--- config.mk ---
export PLATFORM = sky130hd
export DESIGN_NAME = perceptron_ctrl
export DESIGN_NICKNAME = d
export VERILOG_FILES = /design/src/rtl/perceptron_pkg.sv /design/src/rtl/perceptron_weight_step.sv /design/src/rtl/perceptron_ctrl.sv
export SDC_FILE = /design/constraint.sdc
export NUM_CORES = 1
export LEC_CHECK = 0
export ABC_CLOCK_PERIOD_IN_PS = 3970
export BUFFER_PORTS_ARGS = -buffer_cell sky130_fd_sc_hd__buf_4
export CAP_MARGIN = 20
export CORE_AREA = 10 10 138 140
export DETAILED_ROUTE_END_ITERATION = 12
export DIE_AREA = 0 0 148 150
export GPL_ROUTABILITY_DRIVEN = 0
export PLACE_DENSITY = 0.89
export SLEW_MARGIN = 20
export SYNTH_ARGS = -nofsm -noshare
export SYNTH_HDL_FRONTEND = slang
export SYNTH_SLANG_ARGS = --single-unit
--- constraint.sdc ---
create_clock -name clk -period 3.97 [get_ports clk]
set_input_delay 0 -clock clk [delete_from_list [all_inputs] [get_ports clk]]
set_output_delay 0 -clock clk [all_outputs]
set_load 0.1 [all_outputs]
--- src/rtl/perceptron_pkg.sv ---
// Shared types and default sizing for the serial binary perceptron controller.
package perceptron_pkg;

    typedef enum logic [2:0] {
        IDLE,
        ACCUM,
        DECIDE,
        UPDATE,
        RESP
    } state_t;

    localparam int DEF_N_IN  = 8;
    localparam int DEF_W_W   = 8;
    localparam int DEF_ACC_W = 12;

    localparam int W_MAX = (2 ** (DEF_W_W - 1)) - 1;
    localparam int W_MIN = -(2 ** (DEF_W_W - 1));

endpackage

--- src/rtl/perceptron_weight_step.sv ---
// One weight's +/-1 learning step; passes the weight through when en is low.
// Wraps in two's complement by default, saturates when PERCEPTRON_WEIGHT_SAT_EN is defined.
module perceptron_weight_step
    import perceptron_pkg::*;
#(
    parameter int W_W = DEF_W_W
) (
    input  logic           en,
    input  logic           up,
    input  logic [W_W-1:0] w_cur,
    output logic [W_W-1:0] w_nxt
);

    localparam logic [W_W-1:0] ONE = {{(W_W-1){1'b0}}, 1'b1};

`ifdef PERCEPTRON_WEIGHT_SAT_EN
    localparam logic [W_W-1:0] W_HI = {1'b0, {(W_W-1){1'b1}}};
    localparam logic [W_W-1:0] W_LO = {1'b1, {(W_W-1){1'b0}}};

    always_comb begin
        w_nxt = w_cur;
        if (en) begin
            if (up && (w_cur != W_HI)) begin
                w_nxt = w_cur + ONE;
            end else if (!up && (w_cur != W_LO)) begin
                w_nxt = w_cur - ONE;
            end
        end
    end
`else
    always_comb begin
        w_nxt = w_cur;
        if (en) begin
            w_nxt = up ? (w_cur + ONE) : (w_cur - ONE);
        end
    end
`endif

endmodule

--- src/rtl/perceptron_ctrl.sv ---
// Serial 8-input binary perceptron: one input per cycle, threshold decide, optional learning step.
// Optional build macro PERCEPTRON_WEIGHT_SAT_EN makes weight updates saturate instead of wrap.
module perceptron_ctrl
    import perceptron_pkg::*;
#(
    parameter  int N_IN  = DEF_N_IN,
    parameter  int W_W   = DEF_W_W,
    parameter  int ACC_W = DEF_ACC_W,
    localparam int SEL_W = $clog2(N_IN)
) (
    input  logic             clk,
    input  logic             reset,
    input  logic             s_valid,
    output logic             s_ready,
    input  logic [N_IN-1:0]  s_x,
    input  logic             s_label,
    input  logic             s_train,
    input  logic [ACC_W-1:0] threshold,
    output logic             r_valid,
    input  logic             r_ready,
    output logic             r_result,
    output logic             r_error,
    output logic [ACC_W-1:0] r_net,
    input  logic             cfg_we,
    input  logic [SEL_W-1:0] cfg_sel,
    input  logic [W_W-1:0]   cfg_wdata,
    output logic [W_W-1:0]   cfg_rdata,
    output logic             busy,
    output logic [15:0]      update_cnt
);

    state_t state, state_nxt;

    logic [W_W-1:0]   w      [N_IN];
    logic [W_W-1:0]   w_step [N_IN];
    logic [N_IN-1:0]  x_q;
    logic             label_q;
    logic             train_q;
    logic [ACC_W-1:0] thr_q;
    logic [ACC_W-1:0] acc;
    logic [SEL_W-1:0] idx;
    logic [ACC_W-1:0] addend;
    logic             take;
    logic             dec_result;
    logic             dec_err;

    assign s_ready    = (state == IDLE) && !reset;
    assign take       = s_valid && s_ready;
    assign r_valid    = (state == RESP);
    assign busy       = (state != IDLE);
    assign cfg_rdata  = w[cfg_sel];
    assign addend     = x_q[idx] ? {{(ACC_W-W_W){w[idx][W_W-1]}}, w[idx]} : '0;
    assign dec_result = $signed(acc) >= $signed(thr_q);
    assign dec_err    = train_q && (dec_result != label_q);

    always_ff @(posedge clk) begin
        if (reset) begin
            state <= IDLE;
        end else begin
            state <= state_nxt;
        end
    end

    always_comb begin
        state_nxt = state;
        case (state)
            IDLE:    if (take) state_nxt = ACCUM;
            ACCUM:   if (idx == SEL_W'(N_IN - 1)) state_nxt = DECIDE;
            DECIDE:  state_nxt = dec_err ? UPDATE : RESP;
            UPDATE:  state_nxt = RESP;
            RESP:    if (r_ready) state_nxt = IDLE;
            default: state_nxt = IDLE;
        endcase
    end

    always_ff @(posedge clk) begin
        if (reset) begin
            x_q        <= '0;
            label_q    <= 1'b0;
            train_q    <= 1'b0;
            thr_q      <= '0;
            acc        <= '0;
            idx        <= '0;
            r_result   <= 1'b0;
            r_error    <= 1'b0;
            r_net      <= '0;
            update_cnt <= '0;
        end else begin
            case (state)
                IDLE: begin
                    if (take) begin
                        x_q     <= s_x;
                        label_q <= s_label;
                        train_q <= s_train;
                        thr_q   <= threshold;
                        acc     <= '0;
                        idx     <= '0;
                    end
                end
                ACCUM: begin
                    acc <= acc + addend;
                    idx <= idx + SEL_W'(1);
                end
                DECIDE: begin
                    r_result <= dec_result;
                    r_error  <= dec_err;
                    r_net    <= acc;
                end
                UPDATE: begin
                    if (update_cnt != 16'hFFFF) begin
                        update_cnt <= update_cnt + 16'd1;
                    end
                end
                default: ;
            endcase
        end
    end

    // Config writes land only while idle, so a write coinciding with a handshake is seen by that sample.
    always_ff @(posedge clk) begin
        if (reset) begin
            for (int i = 0; i < N_IN; i++) begin
                w[i] <= '0;
            end
        end else if ((state == IDLE) && cfg_we) begin
            w[cfg_sel] <= cfg_wdata;
        end else if (state == UPDATE) begin
            for (int i = 0; i < N_IN; i++) begin
                w[i] <= w_step[i];
            end
        end
    end

    for (genvar g = 0; g < N_IN; g++) begin : g_step
        perceptron_weight_step #(.W_W(W_W)) u_step (
            .en    (x_q[g]),
            .up    (label_q),
            .w_cur (w[g]),
            .w_nxt (w_step[g])
        );
    end

endmodule

==> results of run 1 <==
[state kept, by name, indices dropped and copies added (netlist names), named ones only]
name        flops
r_net          12
idx             3
x_q             8
w              64
train_q         1
r_result        1
state           3
r_error         1
label_q         1
update_cnt     16
acc            12
thr_q          12
[per-layer routing]
layer	track usage, %	share of wire, %	vias to the layer above
met1	29.61	39	4090
met2	38.91	47	505
met4	11.99	4.1	0
met3	5.827	9.9	100
met5	0	0	-
li1	-	-	4037
[power by group through the flow]
stage          sequential, uW  combinational, uW  clock, uW
2_1_floorplan            1650                793          0
3_3_place_gp             1680                983          0
3_5_place_dp             1680               1020          0
4_1_cts                  1650               1060       1640
5_1_grt                  1660               1170       1710
6_report                 1660               1080       1630
[layout by cell type (no fill, tap or decap), types with 23 or more instances in the layout]
cell,synthesis,final
dlygate4sd3_1,0,32
buf_4,0,89
nand3_1,24,24
nor3_1,24,24
ha_1,74,74
dfxtp_1,73,73
xor2_1,32,32
edfxtp_1,64,64
inv_1,44,43
o21ai_0,60,60
xnor2_1,23,23
nand2_1,165,165
a21oi_1,50,50
nor2_1,88,88
o31ai_1,36,36
[final timing paths]
check,startpoint,endpoint,depth (start not counted)
worst max-delay path,idx[0],acc[10],11
worst min-delay path,reset,acc[4],2
worst max register to register,idx[0],acc[10],11
worst min register to register,r_net[7],r_net[7],2
[repair_timing]
action	in CTS	in global routing
hold endpoints to repair	67	0
hold buffers	32	0
buffers inserted	0	0
[cell type report]
| cell class | instances | area (sq um) | share of cell area, % |
|---|---|---|---|
| Multi-Input combinational cell | 822 | 5793 | 51.63 |
| Sequential cell | 137 | 3383 | 30.15 |
| Timing Repair Buffer | 121 | 988.4 | 8.810 |
| Clock buffer | 19 | 464.2 | 4.137 |
| Tap cell | 220 | 275.3 | 2.453 |
| Inverter | 44 | 165.2 | 1.472 |
| Clock inverter | 13 | 147.6 | 1.316 |
| Antenna cell | 1 | 2.502 | 0.02230 |
[logic make-up after synthesis]
kind of cell	Yosys count
multiplexers	48
AND/OR/NAND/NOR	375
flip-flops	137
XOR/XNOR	55
buffers and inverters	97
AO/OA/AOI/OAI	261
adder cells (fa/ha/maj)	83
[through the flow]
step / cells / total power [uW] / hold slack, ns / area (sq um)
CTS: 1376 / 4355 / 0.2024 / 11220
finish: 1377 / 4367 / 0.1932 / 11220
detailed placement: 1312 / 2701 / 0.1889 / 10280
global placement: 1312 / 2659 / 0.1862 / 10280
global route: 1376 / 4541 / 0.2478 / 11220
floorplan: 1056 / 2442 / 0.09895 / 9559
==> results.sh, run 1 <==
export IMPL_status="finished, final reports clean"
export IMPL_finalCritPeriodShare_pct=87.49
export IMPL_yosysTopAreaCellShare_pct=20.10
export IMPL_synth_area_leaders="edfxtp_1 20%, dfxtp_1 15%, ha_1 9.7%"
export IMPL_clk_latency_ns=0.43
export IMPL_cp_start_kind="flop"
export IMPL_synth_seq_area_share_pct=35.39
export IMPL_cp_num_buf_inv=0
export IMPL_power_switching_uw=1415
export IMPL_utilization_pct=68.63
export IMPL_critPathMaxFanout=8
export IMPL_core_sq_um=16350
export IMPL_max_stage_delay_ns=0.65
export IMPL_final_layout_size_suffix_gt1_share_pct=13.41
export IMPL_syn_num_nets=1177
export IMPL_yosys_mux_area_fraction_pct=7.723
export IMPL_final_setup_tns_ns=0
export IMPL_finalNetCount=1264
export IMPL_routed_wl_microns=27190
export IMPL_setup_viol=0
export IMPL_antenna_found_initial=0
export IMPL_die_y_microns=150
export IMPL_synth_ff_type="dfxtp_1"
export IMPL_clockPowerShare_pct=37.3
export IMPL_worstPathArrival_ns=3.79
export IMPL_hold_class="input pin to flop"
export IMPL_numClockSinks=137
export IMPL_synth_most_common_cell="nand2_1"
export IMPL_synth_top_family_by_area="compound AO/OA/AOI/OAI gates"
export IMPL_clkTransAtPathRegs_ns=0.07
export IMPL_leakagePower_uw=0.004544
export IMPL_io_pins=79
export IMPL_slew_viol_final=0
export IMPL_cts_buffers=17
export IMPL_netlist_top_cells_count="165 x nand2_1, 88 x nor2_1, 74 x ha_1"
export IMPL_drc=0
export IMPL_comb_power_share_pct=24.7
export IMPL_ant_nets=0
export IMPL_path_cells="mux4_1 > mux2i_4 > nor2_1 > ha_1 > fa_1 > a211o_1 > a21oi_1 > o21ai_0 > a221oi_1 > or4_1 > nand3_1"
export IMPL_intPower_uw=2953
export IMPL_syn_area_sq_um=9559
export IMPL_io_buffers=78
export IMPL_slew_headroom_pct=30.99
export IMPL_syn_inst=1056
export IMPL_end_kind="flop"
export IMPL_yosysTopAreaCell="edfxtp_1"
export IMPL_rrSetupSlack_ns=0.50
export IMPL_postSynthAreaPerCell_sq_um=9.052
export IMPL_p_sw_share_pct=32.40
export IMPL_hpwl_microns=19280
export IMPL_synth_cell_types=61
export IMPL_area_growth_pct=17.37
export IMPL_tightest_slew_ns=1.035
export IMPL_viasPerCell=6.341
export IMPL_wire_per_inst_microns=19.75
export IMPL_synthArstFlopShare_pct=0
export IMPL_timing_fmax_ghz=0.2879
export IMPL_synthAdderAreaFrac_pct=11.57
export IMPL_vias=8732
export IMPL_ys_warnings_count=0
export IMPL_critical_path_class="flop to flop"
export IMPL_synth_xor_area_share_pct=5.039
export IMPL_grtUsageTotal_pct=24.10
export IMPL_setup_ws_ns=0.4966
export IMPL_floorplan_initialDensity_pct=58.47
export IMPL_slowest_stage="mux4_1"
export IMPL_rsz0062_at_grt="no"
export IMPL_power_density_nw_per_um2=389.3
export IMPL_fp_dieArea_sq_um=22200
export IMPL_htree_levels=4
export IMPL_hold_violations=0
export IMPL_pre_cts_slack_ns=0.5472
export IMPL_maxCapViolations=0
export IMPL_num_fill_cells=1224
export IMPL_gr_total_overflow=0
export IMPL_drtIter0Drc=1203
export IMPL_grt_pass1_vias=8443
export IMPL_die_x_microns=148
export IMPL_cp_top_family="compound AO/OA/AOI/OAI gates"
export IMPL_grt_pass1_wl_microns=43410
export IMPL_fp_row_count=47
export IMPL_cts_tree="done"
export IMPL_synth_compound_area_share_pct=18.18
export IMPL_ir_drop_mv=0.3105
export IMPL_cts_root_buf="clkbuf_16"
export IMPL_seq_power_share_pct=37.9
export IMPL_cts_resized=0
export IMPL_drt_pass1_iter_count=8
export IMPL_clk_path_buf_depth=2
export IMPL_synth_edf_count=64
export IMPL_period_needed_ns=3.473
export IMPL_synth_simple_area_share_pct=18.09
export IMPL_ys_ff_latch=137
export IMPL_grt_max_degree=104
export IMPL_fin_skew_ns=0.01042
export IMPL_crit_required_ns=4.28
(Power assumes the default switching activity.)
==> inputs of run 2 (changes only) <==
- CELL_PAD_IN_SITES_DETAIL_PLACEMENT: unset -> 0
- CELL_PAD_IN_SITES_GLOBAL_PLACEMENT: unset -> 1
- CORE_AREA: 10 10 138 140 -> 10 10 154 156
- DIE_AREA: 0 0 148 150 -> 0 0 164 166
- PLACE_DENSITY: 0.89 -> 0.91
==> results.sh, run 2 (synthesized netlist as in run 1, its figures left out) <==
export IMPL_drc=0
export IMPL_grtUsageTotal_pct=20.20
export IMPL_cp_endpoint="acc[10]"
export IMPL_numClockSinks=137
export IMPL_slew_viol_final=0
export IMPL_placed_cells=1373
export IMPL_maxCapViolations=0
export IMPL_floorplan_initialDensity_pct=46.20
export IMPL_ant_nets=0
export IMPL_pre_cts_slack_ns=0.5688
export IMPL_grt_pass1_wl_microns=44300
export IMPL_seq_power_share_pct=38.1
export IMPL_instances_no_fill=1437
export IMPL_final_layout_size_suffix_gt1_share_pct=13.94
export IMPL_place_area_sq_um=10400
export IMPL_reg2reg_depth=11
export IMPL_top_regs="w: 64 flops, update_cnt: 16 flops"
export IMPL_setup_ws_ns=0.5295
export IMPL_critPathMaxFanout=8
export IMPL_crit_required_ns=4.28
export IMPL_critical_path_class="flop to flop"
export IMPL_finalNetCount=1270
export IMPL_comb_power_share_pct=24.5
export IMPL_n_antenna_cell=0
export IMPL_area_growth_pct=18.40
export IMPL_period_needed_ns=3.440
export IMPL_mostFrequentLayoutCells="165 x nand2_1, 95 x buf_4, 88 x nor2_1, 74 x ha_1, 73 x dfxtp_1"
export IMPL_antenna_found_initial=0
export IMPL_reg2reg_from="idx[0]"
export IMPL_setup_viol=0
export IMPL_drt_pass1_iter_count=5
export IMPL_slew_headroom_pct=34.67
export IMPL_power_density_nw_per_um2=384.7
export IMPL_htree_levels=4
export IMPL_regMostFlops="w"
export IMPL_largest_reg_flops=64
export IMPL_wire_per_inst_microns=19.28
export IMPL_timing_fmax_ghz=0.2907
export IMPL_cp_startpoint="idx[0]"
export IMPL_routed_wl_microns=27700
export IMPL_intPower_uw=2936
export IMPL_fp_dieArea_sq_um=27220
export IMPL_viasPerCell=5.897
export IMPL_cts_root_buf="clkbuf_16"
export IMPL_worstReg2RegEnd="acc[10]"
export IMPL_end_kind="flop"
export IMPL_finalCritPeriodShare_pct=86.66
export IMPL_clkTransAtPathRegs_ns=0.06
export IMPL_worstPathArrival_ns=3.76
export IMPL_clockPowerShare_pct=37.3
export IMPL_core_sq_um=20690
export IMPL_fp_row_count=53
export IMPL_fin_skew_ns=0.006437
export IMPL_worstHoldStart="s_valid"
export IMPL_hold_class="input pin to flop"
export IMPL_die_x_microns=164
export IMPL_hold_violations=0
export IMPL_final_setup_tns_ns=0
export IMPL_clk_path_buf_depth=2
export IMPL_cts_tree="done"
export IMPL_cts_setup_buffers=0
export IMPL_layout_commonest_cell="nand2_1"
export IMPL_final_area_sq_um=11320
export IMPL_leakagePower_uw=0.004568
export IMPL_io_pins=79
export IMPL_p_sw_share_pct=32.59
export IMPL_cts_resized=0
export IMPL_rrSetupSlack_ns=0.53
export IMPL_grt_max_degree=99
export IMPL_status="finished, final reports clean"
export IMPL_clk_latency_ns=0.43
export IMPL_power_switching_uw=1419
export IMPL_drtIter0Drc=904
export IMPL_gr_total_overflow=0
export IMPL_die_y_microns=166
export IMPL_io_buffers=78
export IMPL_vias=8474
export IMPL_ir_drop_mv=0.3322
export IMPL_ctsHoldBuffers=32
export IMPL_rsz0062_at_grt="no"
export IMPL_hpwl_microns=20190
export IMPL_grt_pass1_vias=8202
export IMPL_cp_start_kind="flop"
export IMPL_tightest_slew_ns=0.9799
export IMPL_cts_buffers=17
-- run 2: critical path: stages (launching register included) --
cell and delay, ns:
dfxtp_1 0.41, mux4_1 0.62, mux2i_4 0.29, nor2_1 0.11, ha_1 0.25, fa_1 0.43
a211o_1 0.30, a21oi_1 0.18, o21ai_0 0.16, a221oi_1 0.34, or4_1 0.17, nand3_1 0.07
-- run 2: per-layer routing --
metal	GRT usage (%)	part of all wire, %
met1	26.25	42
met2	32.54	47
met3	3.570	8.1
met4	7.812	3.2
met5	0	0
-- run 2: how the worst min path moves through the flow --
stage | endpoint | slack (ns) | cells after the start
after floorplan | thr_q[0] | 0.1 | 2
after global placement | x_q[6] | 0.19 | 3
after detailed placement | x_q[5] | 0.19 | 3
after CTS | state[1] | 0.0006 | 4
after global routing | state[1] | 0.04 | 4
final | state[1] | 0.02 | 4
-- run 2: power groups by stage --
stage	registers, uW	logic (uW)	clock network [uW]
after floorplan	1650	793	0
after global placement	1680	1010	0
after CTS	1660	1060	1650
final	1660	1070	1630
after global routing	1670	1180	1700
after detailed placement	1690	1030	0
-- run 2: area by class of cell --
cell class / instances / area [sq um]
Clock inverter: 14 / 148.9
Clock buffer: 18 / 450.4
Multi-Input combinational cell: 822 / 5793
Inverter: 44 / 165.2
Sequential cell: 137 / 3383
Timing Repair Buffer: 127 / 1033
Tap cell: 275 / 344.1
Fill cell: 1886 / 9371
-- run 2: stage by stage --
stage / utilization, % / total power, uW / hold WS, ns
final: 54.70 / 4355 / 0.01587
after global routing: 54.70 / 4539 / 0.04399
after CTS: 54.70 / 4364 / 0.0006470
after detailed placement: 50.26 / 2716 / 0.1899
after global placement: 50.26 / 2694 / 0.1885
after floorplan: - / 2442 / 0.09895
==> inputs of run 3 (changes only) <==
- CORE_AREA: 10 10 154 156 -> 10 10 136 232
- DIE_AREA: 0 0 164 166 -> 0 0 146 242
- PLACE_DENSITY: 0.91 -> 0.74
==> results.sh, run 3 (synthesized netlist as in run 1, its figures left out) <==
export IMPL_status="finished, final reports clean"
export IMPL_reg2reg_depth=11
export IMPL_drtIter0Drc=615
export IMPL_power_density_nw_per_um2=389.8
export IMPL_die_x_microns=146
export IMPL_tightest_slew_ns=1.035
export IMPL_gr_total_overflow=0
export IMPL_leakagePower_uw=0.004564
export IMPL_htree_levels=4
export IMPL_antenna_found_initial=0
export IMPL_maxCapViolations=0
export IMPL_period_needed_ns=3.366
export IMPL_final_layout_size_suffix_gt1_share_pct=13.66
export IMPL_final_area_sq_um=11450
export IMPL_grt_pass1_vias=8453
export IMPL_fp_row_count=81
export IMPL_timing_fmax_ghz=0.2971
export IMPL_hold_depth=4
export IMPL_critical_path_class="flop to flop"
export IMPL_cts_root_buf="clkbuf_16"
export IMPL_layout_commonest_cell="nand2_1"
export IMPL_crit_required_ns=4.30
export IMPL_end_kind="flop"
export IMPL_finalNetCount=1265
export IMPL_vias=8221
export IMPL_clk_latency_ns=0.45
export IMPL_final_setup_tns_ns=0
export IMPL_fin_skew_ns=0.009605
export IMPL_setup_viol=0
export IMPL_hpwl_microns=23000
export IMPL_clk_path_buf_depth=2
export IMPL_mostFrequentLayoutCells="165 x nand2_1, 90 x buf_4, 88 x nor2_1, 74 x ha_1, 73 x dfxtp_1"
export IMPL_rsz0062_at_grt="no"
export IMPL_grt_pass1_wl_microns=48070
export IMPL_finalCritPeriodShare_pct=84.79
export IMPL_grt_max_degree=69
export IMPL_grtUsageTotal_pct=17.30
export IMPL_cts_setup_buffers=0
export IMPL_slew_headroom_pct=30.69
export IMPL_regMostFlops="w"
export IMPL_hold_violations=0
export IMPL_routed_wl_microns=30510
export IMPL_cts_buffers=17
export IMPL_ir_drop_mv=0.3244
export IMPL_wire_per_inst_microns=19.94
export IMPL_n_antenna_cell=0
export IMPL_place_area_sq_um=10490
export IMPL_critPathMaxFanout=8
export IMPL_fp_dieArea_sq_um=35330
export IMPL_drt_pass1_iter_count=5
export IMPL_slew_viol_final=0
export IMPL_die_y_microns=242
export IMPL_cts_tree="done"
export IMPL_clkTransAtPathRegs_ns=0.07
export IMPL_top_regs="w: 64 flops, update_cnt: 16 flops"
export IMPL_numClockSinks=137
export IMPL_largest_reg_flops=64
export IMPL_worstPathArrival_ns=3.69
export IMPL_hold_class="input pin to flop"
export IMPL_floorplan_initialDensity_pct=34.55
export IMPL_io_pins=79
export IMPL_viasPerCell=5.373
export IMPL_ant_nets=0
export IMPL_area_growth_pct=19.82
export IMPL_drc=0
export IMPL_finalPower_uw=4465
export IMPL_io_buffers=78
export IMPL_core_sq_um=27670
export IMPL_cp_start_kind="flop"
-- run 3: path summary, 6_finish.rpt --
check | from | endpoint | slack [ns]
max | idx[0] | acc[10] | 0.60
min | s_valid | state[1] | 0.04
max reg2reg | idx[0] | acc[10] | 0.60
min reg2reg | r_net[5] | r_net[5] | 0.46
-- run 3: metrics by stage --
stage          util [%]  hold slack (ns)  worst slack (ns)  instances
3_5_place_dp      37.91           0.1897            0.6375       1466
3_3_place_gp      37.91           0.1875            0.6513       1466
6_report          41.40          0.04230            0.6040       1530
4_1_cts           41.40          0.01539            0.6142       1530
2_1_floorplan         -          0.09895            0.5559       1056
5_1_grt           41.40          0.08885            0.3453       1530
-- run 3: power by group --
group	internal, uW	switching [uW]	leakage, uW
Sequential	1570	92.3	0.00125
Clock	1060	687	0.000315
Combinational	435	622	0.00300
Total	3060	1400	0.00456
-- run 3: area by class of cell --
cell class                      instances  area, sq um
Clock buffer                           21        514.2
Clock inverter                         11        130.1
Fill cell                            2758        16210
Inverter                               44        165.2
Multi-Input combinational cell        822         5798
Sequential cell                       137         3383
Tap cell                              373        466.7
Timing Repair Buffer                  122        996.0
-- run 3: layer usage --
metal  vias up  global-route usage (%)  wire length, microns
met5         -                       0                     0
met4         0                   10.05                  1663
met3        74                   3.384                  1371
met2       227                   31.62                 16020
met1      3900                   17.85                 11450
li1       4020                       -                     -
-- run 3: worst max-delay path, cell delays in order, from the launching register on --
cell and delay [ns]:
dfxtp_1 0.41, mux4_1 0.63, mux2i_4 0.27, nor2_1 0.09
ha_1 0.23, fa_1 0.43, a211o_1 0.30, a21oi_1 0.17
o21ai_0 0.15, a221oi_1 0.32, or4_1 0.16, nand3_1 0.07
-- run 3: repair_timing --
action,CTS,global route
gates resized for setup,0,0
hold buffers,32,0
endpoints found under the hold margin,84,0
